==> src/rtl/uart_rx_deserializer_if.sv <==
// Signal bundle between the RX pin side and the receive frame engine.
// The master drives the serial line and parity config; the slave returns the byte and status.
interface uart_rx_deserializer_if #(
    parameter int unsigned DATA_WIDTH = 8
);
    logic                  rx_in;
    logic                  par_en;
    logic                  par_typ;
    logic [DATA_WIDTH-1:0] data_out;
    logic                  data_valid;
    logic                  par_err;
    logic                  stop_err;
    logic                  busy;

    modport master (
        output rx_in, par_en, par_typ,
        input  data_out, data_valid, par_err, stop_err, busy
    );

    modport slave (
        input  rx_in, par_en, par_typ,
        output data_out, data_valid, par_err, stop_err, busy
    );
endinterface

==> src/rtl/uart_rx_deserializer.sv <==
// Oversampling UART receiver: start-glitch rejection, 3-sample majority vote, LSB-first deserializer.
// Optional parity checking is built only when RX_PARITY_EN is defined.
module uart_rx_deserializer #(
    parameter int unsigned OVERSAMPLE = 8,
    parameter int unsigned DATA_WIDTH = 8
) (
    input logic                   clk,
    input logic                   rst_n,
    uart_rx_deserializer_if.slave bus
);
    localparam int unsigned TW = $clog2(OVERSAMPLE);
    localparam int unsigned BW = $clog2(DATA_WIDTH + 1);
    localparam logic [TW-1:0] TickLast = TW'(OVERSAMPLE - 1);
    localparam logic [TW-1:0] TickPre  = TW'(OVERSAMPLE / 2 - 1);
    localparam logic [TW-1:0] TickMid  = TW'(OVERSAMPLE / 2);
    localparam logic [TW-1:0] TickPost = TW'(OVERSAMPLE / 2 + 1);
    localparam logic [BW-1:0] BitLast  = BW'(DATA_WIDTH - 1);

    typedef enum logic [2:0] {StIdle, StStart, StData, StParity, StStop} state_e;

    state_e                state_q, state_d;
    logic                  rx_meta_q, rx_s_q;
    logic [TW-1:0]         tick_q, tick_d;
    logic [BW-1:0]         bit_cnt_q, bit_cnt_d;
    logic [1:0]            samp_q, samp_d;
    logic                  vote_q, vote_d;
    logic [DATA_WIDTH-1:0] shift_q, shift_d;
    logic [DATA_WIDTH-1:0] data_q, data_d;
    logic                  valid_q, valid_d;
    logic                  serr_q, serr_d;
    logic                  vote;

`ifdef RX_PARITY_EN
    logic par_en_q, par_en_d;
    logic par_typ_q, par_typ_d;
    logic mismatch_q, mismatch_d;
    logic perr_q, perr_d;
`else
    logic unused_par;
    assign unused_par = bus.par_en ^ bus.par_typ;
`endif

    // Third sample is the live synchronized line at tick M+1.
    assign vote = (samp_q[0] & samp_q[1]) | (samp_q[0] & rx_s_q) | (samp_q[1] & rx_s_q);

    always_ff @(posedge clk) begin
        if (!rst_n) begin
            rx_meta_q <= 1'b1;
            rx_s_q    <= 1'b1;
            state_q   <= StIdle;
            tick_q    <= '0;
            bit_cnt_q <= '0;
            samp_q    <= '0;
            vote_q    <= 1'b0;
            shift_q   <= '0;
            data_q    <= '0;
            valid_q   <= 1'b0;
            serr_q    <= 1'b0;
`ifdef RX_PARITY_EN
            par_en_q   <= 1'b0;
            par_typ_q  <= 1'b0;
            mismatch_q <= 1'b0;
            perr_q     <= 1'b0;
`endif
        end else begin
            rx_meta_q <= bus.rx_in;
            rx_s_q    <= rx_meta_q;
            state_q   <= state_d;
            tick_q    <= tick_d;
            bit_cnt_q <= bit_cnt_d;
            samp_q    <= samp_d;
            vote_q    <= vote_d;
            shift_q   <= shift_d;
            data_q    <= data_d;
            valid_q   <= valid_d;
            serr_q    <= serr_d;
`ifdef RX_PARITY_EN
            par_en_q   <= par_en_d;
            par_typ_q  <= par_typ_d;
            mismatch_q <= mismatch_d;
            perr_q     <= perr_d;
`endif
        end
    end

    always_comb begin
        state_d   = state_q;
        tick_d    = tick_q + 1'b1;
        bit_cnt_d = bit_cnt_q;
        samp_d    = samp_q;
        vote_d    = vote_q;
        shift_d   = shift_q;
        data_d    = data_q;
        valid_d   = 1'b0;
        serr_d    = 1'b0;
`ifdef RX_PARITY_EN
        par_en_d   = par_en_q;
        par_typ_d  = par_typ_q;
        mismatch_d = mismatch_q;
        perr_d     = 1'b0;
`endif
        if (tick_q == TickPre)  samp_d[0] = rx_s_q;
        if (tick_q == TickMid)  samp_d[1] = rx_s_q;
        if (tick_q == TickPost) vote_d    = vote;

        unique case (state_q)
            StIdle: begin
                tick_d    = '0;
                bit_cnt_d = '0;
                // The cycle that sees the falling edge counts as tick 0.
                if (!rx_s_q) begin
                    state_d = StStart;
                    tick_d  = TW'(1);
                end
            end
            StStart: begin
                if (tick_q == TickLast) begin
                    if (!vote_q) begin
                        state_d = StData;
`ifdef RX_PARITY_EN
                        par_en_d   = bus.par_en;
                        par_typ_d  = bus.par_typ;
                        mismatch_d = 1'b0;
`endif
                    end else begin
                        state_d = StIdle;
                    end
                end
            end
            StData: begin
                if (tick_q == TickLast) begin
                    shift_d   = {vote_q, shift_q[DATA_WIDTH-1:1]};
                    bit_cnt_d = bit_cnt_q + 1'b1;
                    if (bit_cnt_q == BitLast) begin
`ifdef RX_PARITY_EN
                        state_d = par_en_q ? StParity : StStop;
`else
                        state_d = StStop;
`endif
                    end
                end
            end
            StParity: begin
`ifdef RX_PARITY_EN
                if (tick_q == TickLast) begin
                    mismatch_d = vote_q ^ (^shift_q) ^ par_typ_q;
                    state_d    = StStop;
                end
`else
                state_d = StIdle;
`endif
            end
            StStop: begin
                // Decide mid-bit so a start edge right after the stop bit is not missed.
                if (tick_q == TickPost) begin
                    state_d = StIdle;
                    if (!vote) begin
                        serr_d = 1'b1;
`ifdef RX_PARITY_EN
                    end else if (mismatch_q) begin
                        perr_d = 1'b1;
`endif
                    end else begin
                        valid_d = 1'b1;
                        data_d  = shift_q;
                    end
                end
            end
            default: state_d = StIdle;
        endcase
    end

    assign bus.data_out   = data_q;
    assign bus.data_valid = valid_q;
    assign bus.stop_err   = serr_q;
    assign bus.busy       = (state_q != StIdle);
`ifdef RX_PARITY_EN
    assign bus.par_err    = perr_q;
`else
    assign bus.par_err    = 1'b0;
`endif
endmodule

==> src/flat_wrapper.sv <==
// flat-port wrapper written by rule: the top's interface ports become plain ports
module uart_rx_deserializer_flat 
#(
    parameter int unsigned OVERSAMPLE = 8,
    parameter int unsigned DATA_WIDTH = 8
)
  (clk, rst_n, bus_rx_in, bus_par_en, bus_par_typ, bus_data_out, bus_data_valid, bus_par_err, bus_stop_err, bus_busy);
  uart_rx_deserializer_if #(.DATA_WIDTH(DATA_WIDTH)) bus_i ();
  input logic clk;
  input logic rst_n;
  input wire logic [$bits(bus_i.rx_in)-1:0] bus_rx_in;
  input wire logic [$bits(bus_i.par_en)-1:0] bus_par_en;
  input wire logic [$bits(bus_i.par_typ)-1:0] bus_par_typ;
  output wire logic [$bits(bus_i.data_out)-1:0] bus_data_out;
  output wire logic [$bits(bus_i.data_valid)-1:0] bus_data_valid;
  output wire logic [$bits(bus_i.par_err)-1:0] bus_par_err;
  output wire logic [$bits(bus_i.stop_err)-1:0] bus_stop_err;
  output wire logic [$bits(bus_i.busy)-1:0] bus_busy;
  assign bus_i.rx_in = bus_rx_in;
  assign bus_i.par_en = bus_par_en;
  assign bus_i.par_typ = bus_par_typ;
  assign bus_data_out = bus_i.data_out;
  assign bus_data_valid = bus_i.data_valid;
  assign bus_par_err = bus_i.par_err;
  assign bus_stop_err = bus_i.stop_err;
  assign bus_busy = bus_i.busy;
  uart_rx_deserializer #(.OVERSAMPLE(OVERSAMPLE), .DATA_WIDTH(DATA_WIDTH)) u_core (.clk(clk), .rst_n(rst_n), .bus(bus_i));
endmodule
==> config.mk <==
export PLATFORM = sky130hd
export DESIGN_NAME = uart_rx_deserializer_flat
export DESIGN_NICKNAME = d
export VERILOG_FILES = /design/src/rtl/uart_rx_deserializer_if.sv /design/src/rtl/uart_rx_deserializer.sv /design/src/flat_wrapper.sv
export SDC_FILE = /design/constraint.sdc
export NUM_CORES = 1
export LEC_CHECK = 0
export ABC_AREA = 0
export CELL_PAD_IN_SITES_DETAIL_PLACEMENT = 0
export CELL_PAD_IN_SITES_GLOBAL_PLACEMENT = 1
export CORE_MARGIN = 4
export CORE_UTILIZATION = 38
export DETAILED_ROUTE_END_ITERATION = 12
export HOLD_SLACK_MARGIN = 0.06
export PLACE_DENSITY = 0.75
export SLEW_MARGIN = 25
export SYNTH_ARGS = -nofsm -noshare
export SYNTH_HDL_FRONTEND = slang
export SYNTH_SLANG_ARGS = --single-unit
==> constraint.sdc <==
create_clock -name clk -period 1.3 [get_ports clk]
set_input_delay 0.26 -clock clk [delete_from_list [all_inputs] [get_ports clk]]
set_output_delay 0.26 -clock clk [all_outputs]
set_load 0.05 [all_outputs]
==> out/qor.log <==
INFO  synthesis      synth_most_common_cell=sky130_fd_sc_hd__nand2_1
INFO  synthesis      synth_top_cells_by_area=sky130_fd_sc_hd__dfxtp_1 44%, sky130_fd_sc_hd__nand2_1 9.2%, sky130_fd_sc_hd__mux2i_1 8.6%, sky130_fd_sc_hd__a21boi_0 5.0%, sky130_fd_sc_hd__ha_1 5.0%
INFO  worst_setup_path crit_family=simple AND/OR/NAND/NOR gates
INFO  cts            cts_buffers=5
INFO  cts            tritoncts_clock_tree=yes
INFO  floorplan      initial_utilization=0.405
INFO  cts            htreeDepth=2
INFO  timing         hold_ws=0.412ns
INFO  power          cell_pwr_density=927nW/um^2
INFO  routing        vias=1177
INFO  layout         multi_input_comb_area=878squm
INFO  floorplan      die_width=71.1microns
INFO  routing        drt_pass1_iterations=4
INFO  timing         report.final.slew_viol_count=0
INFO  power          leakage_power_total=0.793nW
INFO  routing        detail_route.wirelength=3.36mm
INFO  synthesis      complex_gate_fraction_of_the_synthesized_area=0.0933
INFO  layout         final_util=0.580
INFO  worst_setup_path max_stage_delay=0.41ns
INFO  worst_hold_path min-delay-path-class=reg2reg
INFO  synthesis      netlist_area=1520squm
INFO  routing        drtIter0Drc=40
INFO  layout         ff_latch_area=669squm
INFO  cts            clock_sinks=33
INFO  worst_setup_path cp.arrival=1.19ns
INFO  synthesis      synthesized_nets=169
INFO  cts            clock_path_buffers=2
INFO  cts            worst_setup_hold_path_clk_slew=0.06ns
INFO  synthesis      synthDominantAreaCellType=sky130_fd_sc_hd__dfxtp_1
INFO  timing         hold_violations=0
INFO  timing         rsz0062_at_grt=true
INFO  synthesis      combinational_family_with_the_most_area_after_synthesis=simple AND/OR/NAND/NOR gates
INFO  layout         final_design_area_no_fill=2170squm
INFO  synthesis      synth_simple_gate_area_frac=0.234
INFO  layout         insertedDiodeCount=0
INFO  worst_setup_path rrSetupSlack=-0.09ns
INFO  global_route   globalRoute.busiestLayer=met2
INFO  global_route   grt_util_met3=0.0469
INFO  power          switching_power=0.000498W
INFO  flow_run       max_cap_violations=0
INFO  timing         fin_worst_skew=0.00578ns
INFO  cts            cts_hold_buf=0
INFO  global_route   global_route_wire_length_before_repair=5.44mm
INFO  layout         fill_cells=327
INFO  synthesis      synth-xor-area-share=0.00578
INFO  worst_setup_path start_kind=flop
INFO  global_route   use_met1=0.169
INFO  power          power_report.internal_total=0.00152W
INFO  global_route   grt_util_met2=0.216
INFO  synthesis      netlist_top_cells_count=37 x sky130_fd_sc_hd__nand2_1, 33 x sky130_fd_sc_hd__dfxtp_1, 13 x sky130_fd_sc_hd__mux2i_1, 10 x sky130_fd_sc_hd__a21boi_0, 6 x sky130_fd_sc_hd__ha_1
INFO  power          power_switching_share=0.247
INFO  worst_setup_path endpoint_kind_of_the_worst_setup_timing_path=primary output
INFO  cts            clk-insertion-delay-late=0.28ns
INFO  synthesis      syn-instance-count=158
INFO  synthesis      syn_avg_cell_area=9.59squm
INFO  floorplan      design.core.area=3740squm
INFO  synthesis      multiplexer_share_of_the_synthesized_area=0.0859
INFO  timing         finalSetupViolCount=15
INFO  timing         final_min_period_over_clock_period=1.12
INFO  power          irDropWorstVdd=0.000626V
INFO  placement      detailedPlacementHpwl=2.02mm
INFO  run_status     violations=setup timing
INFO  timing         post-route-min-period=1.45ns
INFO  layout         area.growth.synth_to_final=43.4%
INFO  power          combinationalPowerShare=0.124
INFO  worst_setup_path worst_ep_required_time=1.04ns
INFO  global_route   overflow=0
INFO  floorplan      die_area=5060squm
INFO  synthesis      synth.yosys.seq_area_share=0.436
INFO  synthesis      yosys_register_bits=33
INFO  layout         post_route_cells_drive_above_1_share=0.389
INFO  synthesis      async_reset_ff_frac=0
INFO  floorplan      boundaryPins=17
INFO  synthesis      ys.flop_type=sky130_fd_sc_hd__dfxtp_1
INFO  timing         max_clock_freq=689MHz
INFO  global_route   globalRouteTotalUtil=0.137
INFO  worst_setup_path standard_cell_with_the_maximum_stage_delay_on_the_critical_path=sky130_fd_sc_hd__or3_4
INFO  floorplan      row_count=22
INFO  routing        avgViaCountPerCell=4.88
INFO  synthesis      synth.yosys.warnings=0
INFO  layout         design.final.nets=203
INFO  placement      routabilityCongestion=0.767
INFO  worst_setup_path worstSetupPathType=reg2out
INFO  synthesis      synth_enable_flop_cells=0
INFO  routing        routed_length_per_instance=13.9microns
INFO  placement      place.port_buffers=13
INFO  worst_setup_path path_max_fanout=3
INFO  cts            cts_root_buffer=sky130_fd_sc_hd__clkbuf_8
INFO  floorplan      die_h=71.1microns
INFO  worst_setup_path critical_path.n_buffers_inverters=1
INFO  routing        drc_violations_left=0
INFO  global_route   grt_pass1_vias=1146
INFO  placement      placement.cell_area=1880squm
INFO  power          clk_network_pwr_share=0.360
INFO  timing         postLayoutSetupSlackWorst=-0.152ns
INFO  synthesis      synth-adder-area-share=0.0570
INFO  global_route   grt_max_degree=39
INFO  power          power_frac_seq=0.516
INFO  worst_setup_path sequence_of_cells_on_the_critical_path=or3_4, buf_8
INFO  synthesis      netlist-cell-type-count=34
INFO  global_route   antenna_found_initial=0
INFO  routing        antenna_violating_nets_post_route=0
INFO  synthesis      netlist.area_leader.share=0.436
INFO  run_status     run_status=finished with violations
==> layer usage <==
metal,vias up,share of wire
li1,593,-
met1,566,0.42
met2,13,0.53
met3,5,0.034
met4,0,0.014
met5,-,0
==> power by group through the flow <==
stage / Sequential [W] / Clock (W) / Combinational (W)
finish: 0.00104 / 0.000726 / 0.000249
global route: 0.00104 / 0.000795 / 0.000268
CTS: 0.00104 / 0.000761 / 0.000200
detailed placement: 0.00106 / 0 / 0.000179
global placement: 0.00106 / 0 / 0.000175
floorplan: 0.00106 / 0 / 0.000153
==> cells by family after synthesis <==
family                     after synthesis
xor gates and xnor gates                 1
and+or+nand+nor                         66
DFF                                     33
buffers and inverters                   17
adders and majority gates                7
muxes                                   13
other                                    1
AOI/OAI and AO/OA                       20
==> placed cells by master (no fill, tap or decap), types with 5 or more instances in the layout <==
| master | instances |
|---|---|
| sky130_fd_sc_hd__buf_4 | 19 |
| sky130_fd_sc_hd__buf_12 | 12 |
| sky130_fd_sc_hd__a21boi_1 | 7 |
| sky130_fd_sc_hd__dfxtp_1 | 28 |
| sky130_fd_sc_hd__nand2_1 | 33 |
| sky130_fd_sc_hd__clkbuf_8 | 5 |
| sky130_fd_sc_hd__mux2i_1 | 13 |
| sky130_fd_sc_hd__inv_1 | 5 |
==> sequential cells by signal, summed over array words and instances, names as in the netlist <==
name / count
u_core.bit_cnt_q: 4
u_core.bus.data_out: 8
u_core.bus.data_valid: 1
u_core.bus.stop_err: 1
u_core.rx_meta_q: 1
u_core.rx_s_q: 1
u_core.samp_q: 2
u_core.shift_q: 8
u_core.state_q: 3
u_core.tick_q: 3
u_core.vote_q: 1
==> per-stage QoR <==
step / instances / total power (W) / setup WS (ns) / setup TNS [ns]
after floorplan: 158 / 0.00121 / -0.0826 / -0.114
after global placement: 225 / 0.00123 / -0.0554 / -0.536
after detailed placement: 225 / 0.00124 / -0.152 / -1.40
after CTS: 236 / 0.00200 / -0.163 / -1.23
after global routing: 241 / 0.00210 / -0.182 / -1.89
final: 241 / 0.00201 / -0.152 / -0.587
==> repair_timing <==
action	4_1_cts	5_1_grt
setup endpoints to repair	22	26
pin swaps	6	21
cloned	1	0
gates resized for setup	16	31
buffers inserted	2	5
==> final timing paths <==
| check | end | from | depth (start not counted) |
|---|---|---|---|
| max | bus_busy | u_core.state_q[0] | 2 |
| min | u_core.rx_s_q | u_core.rx_meta_q | 1 |
| max reg2reg | u_core.state_q[1] | u_core.tick_q[0] | 6 |
| min reg2reg | u_core.rx_s_q | u_core.rx_meta_q | 1 |
==> area by class of cell <==
class,count,share of cell area
Sequential cell,33,0.308
Inverter,5,0.00864
Clock buffer,6,0.0334
Timing Repair Buffer,38,0.213
Multi-Input combinational cell,109,0.404
Clock inverter,2,0.00461
Tap cell,48,0.0276
Note: power is estimated with default switching activity, not from simulation.
